<file path="config.mk">
export PLATFORM = sky130hd
export DESIGN_NAME = uart_tx_driver
export DESIGN_NICKNAME = d
export VERILOG_FILES = /design/src/rtl/uart_tx_driver.sv
export SDC_FILE = /design/constraint.sdc
export NUM_CORES = 1
export LEC_CHECK = 0
export ABC_AREA = 1
export BUFFER_PORTS_ARGS = -buffer_cell sky130_fd_sc_hd__buf_2
export CORE_UTILIZATION = 50
export CTS_CLUSTER_DIAMETER = 120
export DETAILED_ROUTE_END_ITERATION = 10
export PLACE_DENSITY = 0.8
export SETUP_SLACK_MARGIN = 0.2
export SYNTH_ARGS = -nofsm -noshare
export SYNTH_HDL_FRONTEND = slang
export SYNTH_SLANG_ARGS = --single-unit
</file>
<file path="constraint.sdc">
create_clock -name iCpuClock -period 6.3 [get_ports iCpuClock]
set_clock_uncertainty 0.15 [all_clocks]
set_input_delay 0.63 -clock iCpuClock [delete_from_list [all_inputs] [get_ports iCpuClock]]
set_output_delay 0.63 -clock iCpuClock [all_outputs]
set_load 0.02 [all_outputs]
</file>
<file path="src/rtl/uart_tx_driver.sv">
// Memory-mapped 8N1 UART transmitter with a small byte FIFO.
// CPU pushes bytes at addr 0 and polls the status word at addr 1.
module uart_tx_driver #(
  parameter int CLOCKS_PER_BIT = 2604,
  parameter int FIFO_DEPTH     = 4
) (
  input  logic        iCpuClock,
  input  logic        iCpuReset,
  input  logic        iDoUartWrite,
  input  logic [1:0]  iUartAddress,
  input  logic [15:0] iUartDataToWrite,
  input  logic        iDoUartRead,
  output logic [15:0] oUartDataRead,
  output logic        oUartTx,
  output logic        oUartBusy
);

  localparam int PTR_W  = $clog2(FIFO_DEPTH);
  localparam int CNT_W  = PTR_W + 1;
  localparam int BAUD_W = $clog2(CLOCKS_PER_BIT);
  localparam logic [BAUD_W-1:0] BAUD_MAX = BAUD_W'(CLOCKS_PER_BIT - 1);
  localparam logic [CNT_W-1:0]  CNT_FULL = CNT_W'(FIFO_DEPTH);

  typedef enum logic [1:0] {
    S_IDLE,
    S_START,
    S_DATA,
    S_STOP
  } state_t;

  state_t              r_state;
  logic [BAUD_W-1:0]   r_baud;
  logic [2:0]          r_bit;
  logic [7:0]          r_shift;
  logic                r_tx;
  logic [7:0]          r_mem [FIFO_DEPTH];
  logic [PTR_W-1:0]    r_wptr;
  logic [PTR_W-1:0]    r_rptr;
  logic [CNT_W-1:0]    r_count;
  logic                r_ovf;

  logic                w_full;
  logic                w_empty;
  logic                w_pop;
  logic                w_push_req;
  logic                w_push;
  logic                w_ovf_set;
  logic                w_ovf_clr;
  logic                w_line;
  logic [31:0]         w_cnt32;
  logic [3:0]          w_cnt4;
  logic                w_unused;

  assign w_full     = (r_count == CNT_FULL);
  assign w_empty    = (r_count == '0);
  assign w_pop      = (r_state == S_IDLE) && !w_empty;
  assign w_push_req = iDoUartWrite && (iUartAddress == 2'd0);
  assign w_push     = w_push_req && (!w_full || w_pop);
  assign w_ovf_set  = w_push_req && w_full && !w_pop;
  assign w_ovf_clr  = iDoUartWrite && (iUartAddress == 2'd1)
                      && iUartDataToWrite[3];
  assign w_unused   = ^iUartDataToWrite[15:8];

  assign w_cnt32 = 32'(r_count);
  assign w_cnt4  = (w_cnt32 > 32'd15) ? 4'hF : w_cnt32[3:0];

  assign oUartBusy = (r_state != S_IDLE) || !w_empty;
  assign oUartTx   = r_tx;

  always_comb begin
    oUartDataRead = 16'h0000;
    if (iDoUartRead && (iUartAddress == 2'd1)) begin
      oUartDataRead = {8'h00, w_cnt4, r_ovf, oUartBusy, w_empty, w_full};
    end
  end

  always_comb begin
    w_line = 1'b1;
    unique case (r_state)
      S_START: w_line = 1'b0;
      S_DATA:  w_line = r_shift[r_bit];
      default: w_line = 1'b1;
    endcase
  end

  always_ff @(posedge iCpuClock) begin
    if (w_push) begin
      r_mem[r_wptr] <= iUartDataToWrite[7:0];
    end
  end

  always_ff @(posedge iCpuClock) begin
    if (iCpuReset) begin
      r_wptr  <= '0;
      r_rptr  <= '0;
      r_count <= '0;
      r_ovf   <= 1'b0;
    end else begin
      if (w_push) begin
        r_wptr <= r_wptr + 1'b1;
      end
      if (w_pop) begin
        r_rptr <= r_rptr + 1'b1;
      end
      unique case ({w_push, w_pop})
        2'b10:   r_count <= r_count + 1'b1;
        2'b01:   r_count <= r_count - 1'b1;
        default: r_count <= r_count;
      endcase
      // a set wins over a clear landing in the same cycle
      if (w_ovf_set) begin
        r_ovf <= 1'b1;
      end else if (w_ovf_clr) begin
        r_ovf <= 1'b0;
      end
    end
  end

  // line is driven from the previous state, so it lags the FSM by one cycle
  always_ff @(posedge iCpuClock) begin
    if (iCpuReset) begin
      r_state <= S_IDLE;
      r_baud  <= '0;
      r_bit   <= '0;
      r_shift <= '0;
      r_tx    <= 1'b1;
    end else begin
      r_tx <= w_line;
      unique case (r_state)
        S_IDLE: begin
          if (!w_empty) begin
            r_shift <= r_mem[r_rptr];
            r_baud  <= '0;
            r_state <= S_START;
          end
        end
        S_START: begin
          if (r_baud == BAUD_MAX) begin
            r_baud  <= '0;
            r_bit   <= '0;
            r_state <= S_DATA;
          end else begin
            r_baud <= r_baud + 1'b1;
          end
        end
        S_DATA: begin
          if (r_baud == BAUD_MAX) begin
            r_baud <= '0;
            if (r_bit == 3'd7) begin
              r_state <= S_STOP;
            end else begin
              r_bit <= r_bit + 1'b1;
            end
          end else begin
            r_baud <= r_baud + 1'b1;
          end
        end
        S_STOP: begin
          if (r_baud == BAUD_MAX) begin
            r_baud  <= '0;
            r_state <= S_IDLE;
          end else begin
            r_baud <= r_baud + 1'b1;
          end
        end
        default: r_state <= S_IDLE;
      endcase
    end
  end

endmodule

</file>
==> results of run 1 <==
-- registers in the layout, indices dropped and copies added (netlist names) --
register  flops
r_shift       8
r_bit         3
r_ovf         1
r_state       2
r_baud       12
r_rptr        2
r_wptr        2
r_mem        32
oUartTx       1
r_count       3
-- synth_stat cells (2+ instances only) --
cell type  instances
dfxtp_1           34
buf_2              2
xor2_1             3
inv_1             43
ha_1              13
nand2_1           52
o21ai_0           37
nand2_2            2
nor4_1             2
edfxtp_1          32
nand4_1            6
o21ai_1            4
inv_2              3
nor2_2             2
buf_4             13
a31oi_1            8
nand3_2            2
a21oi_1           13
nand3_1           13
clkbuf_1           2
nor2_1            78
nor3_1             4
-- logic make-up (layout without fill, tap and decap cells) --
family / count (synthesis) / in the layout
DFF: 66 / 66
other: 1 / 9
adders and majority gates: 14 / 14
buffers and inverters: 65 / 85
AOI/OAI and AO/OA: 63 / 63
and+or+nand+nor: 165 / 165
xor gates and xnor gates: 3 / 3
-- metrics by stage --
stage                     util (%)  hold slack (ns)
after floorplan                  -            0.288
after global placement        54.5            0.310
after detailed placement      54.5            0.315
after CTS                     57.9            0.306
after global routing          57.9            0.322
final                         57.9            0.328
-- power by group through the flow --
stage	Clock, W	Sequential, W	Combinational, W
2_1_floorplan	0	0.000523	0.000325
3_3_place_gp	0	0.000537	0.000354
3_5_place_dp	0	0.000539	0.000367
4_1_cts	0.000380	0.000529	0.000369
5_1_grt	0.000393	0.000535	0.000428
6_report	0.000372	0.000530	0.000366
-- cell type report --
class | instances | area share, %
tap | 75 | 2.67
inverter | 47 | 5.03
timing repair buffer | 22 | 3.14
multi-input combinational | 254 | 36.6
clock inverter | 7 | 2.28
sequential | 66 | 46.8
clock buffer | 9 | 3.53
-- worst min-delay path by stage --
stage | from | endpoint
3_5_place_dp | r_ovf | r_ovf
5_1_grt | iCpuReset | r_ovf
3_3_place_gp | r_ovf | r_ovf
6_report | iCpuReset | r_baud[8]
4_1_cts | iCpuReset | r_ovf
2_1_floorplan | r_ovf | r_ovf
-- per-layer routing --
| metal | share of wire (%) | routed length [µm] | track usage, % | up-vias |
|---|---|---|---|---|
| met5 | 0 | 0 | 0 | - |
| met4 | 1.6 | 96 | 11.1 | 0 |
| met3 | 4.4 | 260 | 4.33 | 11 |
| met2 | 49 | 2860 | 32.1 | 53 |
| met1 | 45 | 2670 | 22.0 | 1093 |
| li1 | - | - | - | 1263 |
-- worst max-delay path, stage by stage (launching register included) --
cell     delay, ns
dfxtp_1       0.35
inv_1         0.13
ha_1          0.23
inv_1         0.10
a21oi_2       0.57
ha_1          0.26
inv_1         0.07
fa_1          0.37
a21oi_1       0.14
o21ai_0       0.11
o21ai_0       0.17
a21oi_1       0.06
==> metrics.txt, run 1 <==
PD cells ~360 mW/mm²; num rows 28; register area share after synthesis 51.4%; RD Place Congestion 0.831; commonest non-fill, non-tap cells in the layout nor2_1 (78), nand2_1 (52), inv_1 (43); Clock Pin Slew Worst Setup and Hold Paths around 0.08 ns; Routed wire per std cell approximately 12 µm; CTS tree yes; Hold Path Cell Cnt 2; RR Endpoint r_count[2]; Comb power frac 28.9%; commonest non-fill, non-tap cell in the layout nor2_1; Detailed Place HPWL 4060 µm; Die H 82.0 µm; dominant synthesized flop cell dfxtp_1; adder-cell share of the synthesized area 5.71%; fin crit share 44.4%; CTS root buffer clkbuf_8; fill count 525; DRC violations left 0; die area approximately 0.0067 mm²; port bufs 22; Final setup viols 0; IO Pins 40; main area contributors after synthesis edfxtp_1 (30%), dfxtp_1 (21%), nor2_1 (9.2%); post-synth top area share 30.1%; post-synthesis xor/xnor area fraction less than 1%; initial antenna violation count 0; r2r worst-path depth 11; CP Class flip-flop to flip-flop; reg-to-reg setup timing slack 3.51 ns; Syn Inst Count 377; Vias/cell between 5 and 6; postcts setup bufs 0; count of pins over their slew limit 0; post-synth cell types 31; Crit path arrival time 2.89 ns; # diodes 0; routed wire length 5890 µm; synthesized area ~0.0032 mm²; Net Sw Frac roughly 38%; Hold Fails Final Rpt 0; syn_area_per_cell 8.48 µm²; Seq cells post-synth 66; unrepaired setup endpoints after global routing no; sequential power share 41.8%; worst vdd ir 0.000221 V; via count approximately 2400; Layout Nets 436; vias in the first global route 2172; actual slew at the worst max-slew pin 0.809 ns; Setup WS pre-CTS 3.53 ns; DRT iter0 DRCs about 110; synth warn 0; Clock H-tree levels 3; Worst Path Required 6.40 ns; first-pass GRT wire length 9360 µm; gr usage total 19.0%; EDFF count, synth 32; Synth Area in Compound Gates 10.3%; fraction of layout cells with a size suffix above 1 12.3%; largest net degree at the start of global routing 23; max_slew headroom a little under half; max-cap violations 0; Die Width roughly 82 µm; final worst slack 3.51 ns; Tmin final 2.79 ns; fmax around 0.36 GHz; Final Non-Filler Cells 480; ys async rst share 0%; Inserted Clock Buffers 9; crit path capture r_count[2]; Hold Crit Class primary input to flip-flop; clock buffer depth 2; detailed-router iteration count before antenna repair 5; combinational family with the most area after synthesis simple AND/OR/NAND/NOR gates; CTS resizes 0; Storage cell area 0.00164 mm²; post-synthesis mux area share 0%; Internal Pwr Total 0.000791 W; Routed Antenna Nets 0; CP Capture Type flip-flop; TritonCTS Sinks 66; placed cell area about 0.0033 mm²; latest clock arrival within the worst-skew pair 0.35 ns; CTS hold repair buffers 0; Inst Count DP 464; final instance area 0.00351 mm²; final setup TNS 0 ns; cell leakage power between 1 and 1.5 nW; Synth Area in Simple Gates 22.2%; Core Region 0.00606 mm²; crit path launch r_state[0]; total gr overflow 0; area leader, netlist edfxtp_1; Clk pwr share 29.3%; Switch Pwr 0.000477 W; Worst R2R Start r_state[0]; Total Power 0.00127 W; layout overhead on the synthesized area 9.75%; multi-input logic area around 0.0013 mm²; starting density of the core 52.7%; outcome finished clean; CP startpoint kind flip-flop; Worst Path Max Fanout 20
No activity file was read; power rests on OpenSTA's default activity.
==> run 2, diff against run 1 <==
--- a/config.mk
+++ b/config.mk
@@ -10,7 +10,7 @@
 export CORE_UTILIZATION = 50
 export CTS_CLUSTER_DIAMETER = 120
 export DETAILED_ROUTE_END_ITERATION = 10
-export PLACE_DENSITY = 0.8
+export PLACE_DENSITY = 0.83
 export SETUP_SLACK_MARGIN = 0.2
 export SYNTH_ARGS = -nofsm -noshare
 export SYNTH_HDL_FRONTEND = slang
==> constraint.sdc (replaced) <==
create_clock -name iCpuClock -period 2.42 [get_ports iCpuClock]
set_clock_uncertainty 0.15 [all_clocks]
set_input_delay 0.242 -clock iCpuClock [delete_from_list [all_inputs] [get_ports iCpuClock]]
set_output_delay 0.242 -clock iCpuClock [all_outputs]
set_load 0.02 [all_outputs]
==> metrics.txt, run 2 (synthesis gave the netlist of run 1 again) <==
latest clock arrival within the worst-skew pair 0.34 ns (was 0.35 ns); Inserted Clock Buffers 9 (unchanged); starting density of the core 52.7% (unchanged); RD Place Congestion 0.847 (was 0.831); actual slew at the worst max-slew pin 0.616 ns (was 0.809 ns); via count 2512 (was 2420); port bufs 22 (unchanged); reg-to-reg setup timing slack 0.39 ns (was 3.51 ns); final setup TNS 0 ns (unchanged); r2r worst-path depth 12 (was 11); IO Pins 40 (unchanged); Finished Core Util 61.5% (was 57.9%); count of pins over their slew limit 0 (unchanged); Layout Nets 453 (was 436); Die H 82.0 µm (unchanged); CP Capture Type flip-flop (unchanged); Storage cell area 0.00164 mm² (about the same); Vias/cell 5.05 (was 5.04); num rows 28 (unchanged); Biggest register r_mem (unchanged); CTS root buffer clkbuf_8 (unchanged); Worst R2R Start r_state[1] (was r_state[0]); layout overhead on the synthesized area 16.7% (was 9.75%); Routed wire per std cell 11.8 µm (was 12.3 µm); Tmin final 2.03 ns (was 2.79 ns); vias in the first global route 2286 (was 2172); Clock Pin Slew Worst Setup and Hold Paths 0.08 ns (about the same); detailed-router iteration count before antenna repair 4 (was 5); commonest non-fill, non-tap cells in the layout nor2_1 (78), nand2_1 (52), inv_1 (41) (was nor2_1 (78), nand2_1 (52), inv_1 (43)); CTS tree yes (unchanged); max reg flops 32 (unchanged); CP startpoint kind flip-flop (unchanged); Hold Fails Final Rpt 0 (unchanged); cell leakage power 1.51 nW (was 1.40 nW); Final setup viols 0 (unchanged); fill count 475 (was 525); Largest regs r_mem x32, r_baud x12, r_shift x8 (unchanged); fraction of layout cells with a size suffix above 1 15.6% (was 12.3%); Die Width 82.0 µm (unchanged); gr usage total 19.3% (was 19.0%); initial antenna violation count 0 (unchanged); Crit path arrival time 2.11 ns (was 2.89 ns); routed wire length 5870 µm (was 5890 µm); fmax 0.493 GHz (was 0.358 GHz); die area 0.00672 mm² (unchanged); first-pass GRT wire length 9670 µm (was 9360 µm); Worst Path Required 2.50 ns (was 6.40 ns); total gr overflow 0 (unchanged); unrepaired setup endpoints after global routing no (unchanged); largest net degree at the start of global routing 23 (unchanged); min-delay src iUartAddress[1] (was iCpuReset); Core Region 0.00606 mm² (unchanged); DRC violations left 0 (unchanged); Worst Path Max Fanout 3 (was 20); CP Class flip-flop to flip-flop (unchanged); clock buffer depth 2 (unchanged); max-cap violations 0 (unchanged); Clock H-tree levels 3 (unchanged); DRT iter0 DRCs 119 (was 114); commonest non-fill, non-tap cell in the layout nor2_1 (unchanged); PD cells 955 mW/mm² (was 361 mW/mm²); Hold Crit Class primary input to flip-flop (unchanged); Hold Path Cell Cnt 4 (was 2); Detailed Place HPWL 4050 µm (was 4060 µm); Routed Antenna Nets 0 (unchanged); RR Endpoint r_count[2] (unchanged); WHS Endpoint r_ovf (was r_baud[8]); TritonCTS Sinks 66 (unchanged); max_slew headroom 58.9% (was 45.9%); multi-input logic area 0.00131 mm² (was 0.00128 mm²); # diodes 0 (unchanged); outcome finished clean (unchanged); fin crit share 83.8% (was 44.4%); worst vdd ir 0.000519 V (was 0.000221 V)
==> run 2: cell count changes in the layout (fill, tap and decap cells not counted), moves of 3 or more <==
cell | before | now
clkinv_4 | 0 | 3
dlygate4sd3_1 | 0 | 9
buf_4 | 0 | 8
inv_6 | 4 | 1
==> run 2: how the worst max path moves through the flow <==
stage | to | depth (start not counted) | slack (ns) | from
after global routing | r_count[2] | 11 | 0.21 | r_state[1]
after floorplan | r_count[2] | 12 | 0.20 | r_state[0]
after detailed placement | r_count[2] | 12 | 0.11 | r_state[0]
final | r_count[2] | 12 | 0.39 | r_state[1]
after CTS | r_count[2] | 12 | 0.23 | r_state[0]
after global placement | r_count[2] | 12 | 0.20 | r_state[0]
==> run 2: layout make-up <==
class                   instances  area share [%]
flip-flops and latches         66            44.1
well taps                      75            2.52
clock inverters                 7            3.35
inverters                      47            4.73
clock buffers                   9            3.32
repair buffers                 39            6.98
multi-input cells             254            35.0
==> run 2: where the power goes <==
part	internal [W]	switching [W]
logic	0.000360	0.000694
registers	0.00127	0.0000998
clock network	0.000693	0.000442
total	0.00233	0.00124
==> run 2: layer usage <==
metal | global-route usage (%) | part of all wire, % | up-vias
li1 | - | - | 1297
met1 | 21.8 | 44 | 1171
met2 | 34.0 | 51 | 40
met3 | 4.22 | 3.2 | 4
met4 | 9.65 | 1.1 | 0
met5 | 0 | 0 | -
==> run 2: timing repair <==
item	4_1_cts	5_1_grt
hold buffers	9	0
setup buffers	0	1
resized for setup	4	7
setup endpoints to repair	1	1
endpoints found under the hold margin	33	0
pin swaps	0	2
==> run 2: stage by stage <==
step | hold WS (ns) | area [µm²] | worst slack (ns) | std cells | total power, W
6_report | 0.0734 | 3730 | 0.391 | 497 | 0.00356
5_1_grt | 0.102 | 3730 | 0.211 | 497 | 0.00378
4_1_cts | 0.0583 | 3700 | 0.229 | 496 | 0.00353
3_5_place_dp | 0.307 | 3360 | 0.113 | 471 | 0.00238
3_3_place_gp | 0.300 | 3360 | 0.204 | 471 | 0.00234
2_1_floorplan | 0.161 | 3230 | 0.204 | 385 | 0.00222
==> run 2: critical path, stage by stage, from the launching register on <==
cell and delay (ns):
dfxtp_2 0.34, inv_1 0.09, ha_4 0.18, inv_2 0.07
nand2_1 0.06, nand2_2 0.08, ha_1 0.14, inv_1 0.08
fa_2 0.36, a21oi_2 0.11, o21ai_1 0.08, o21ai_1 0.13
a21oi_1 0.05
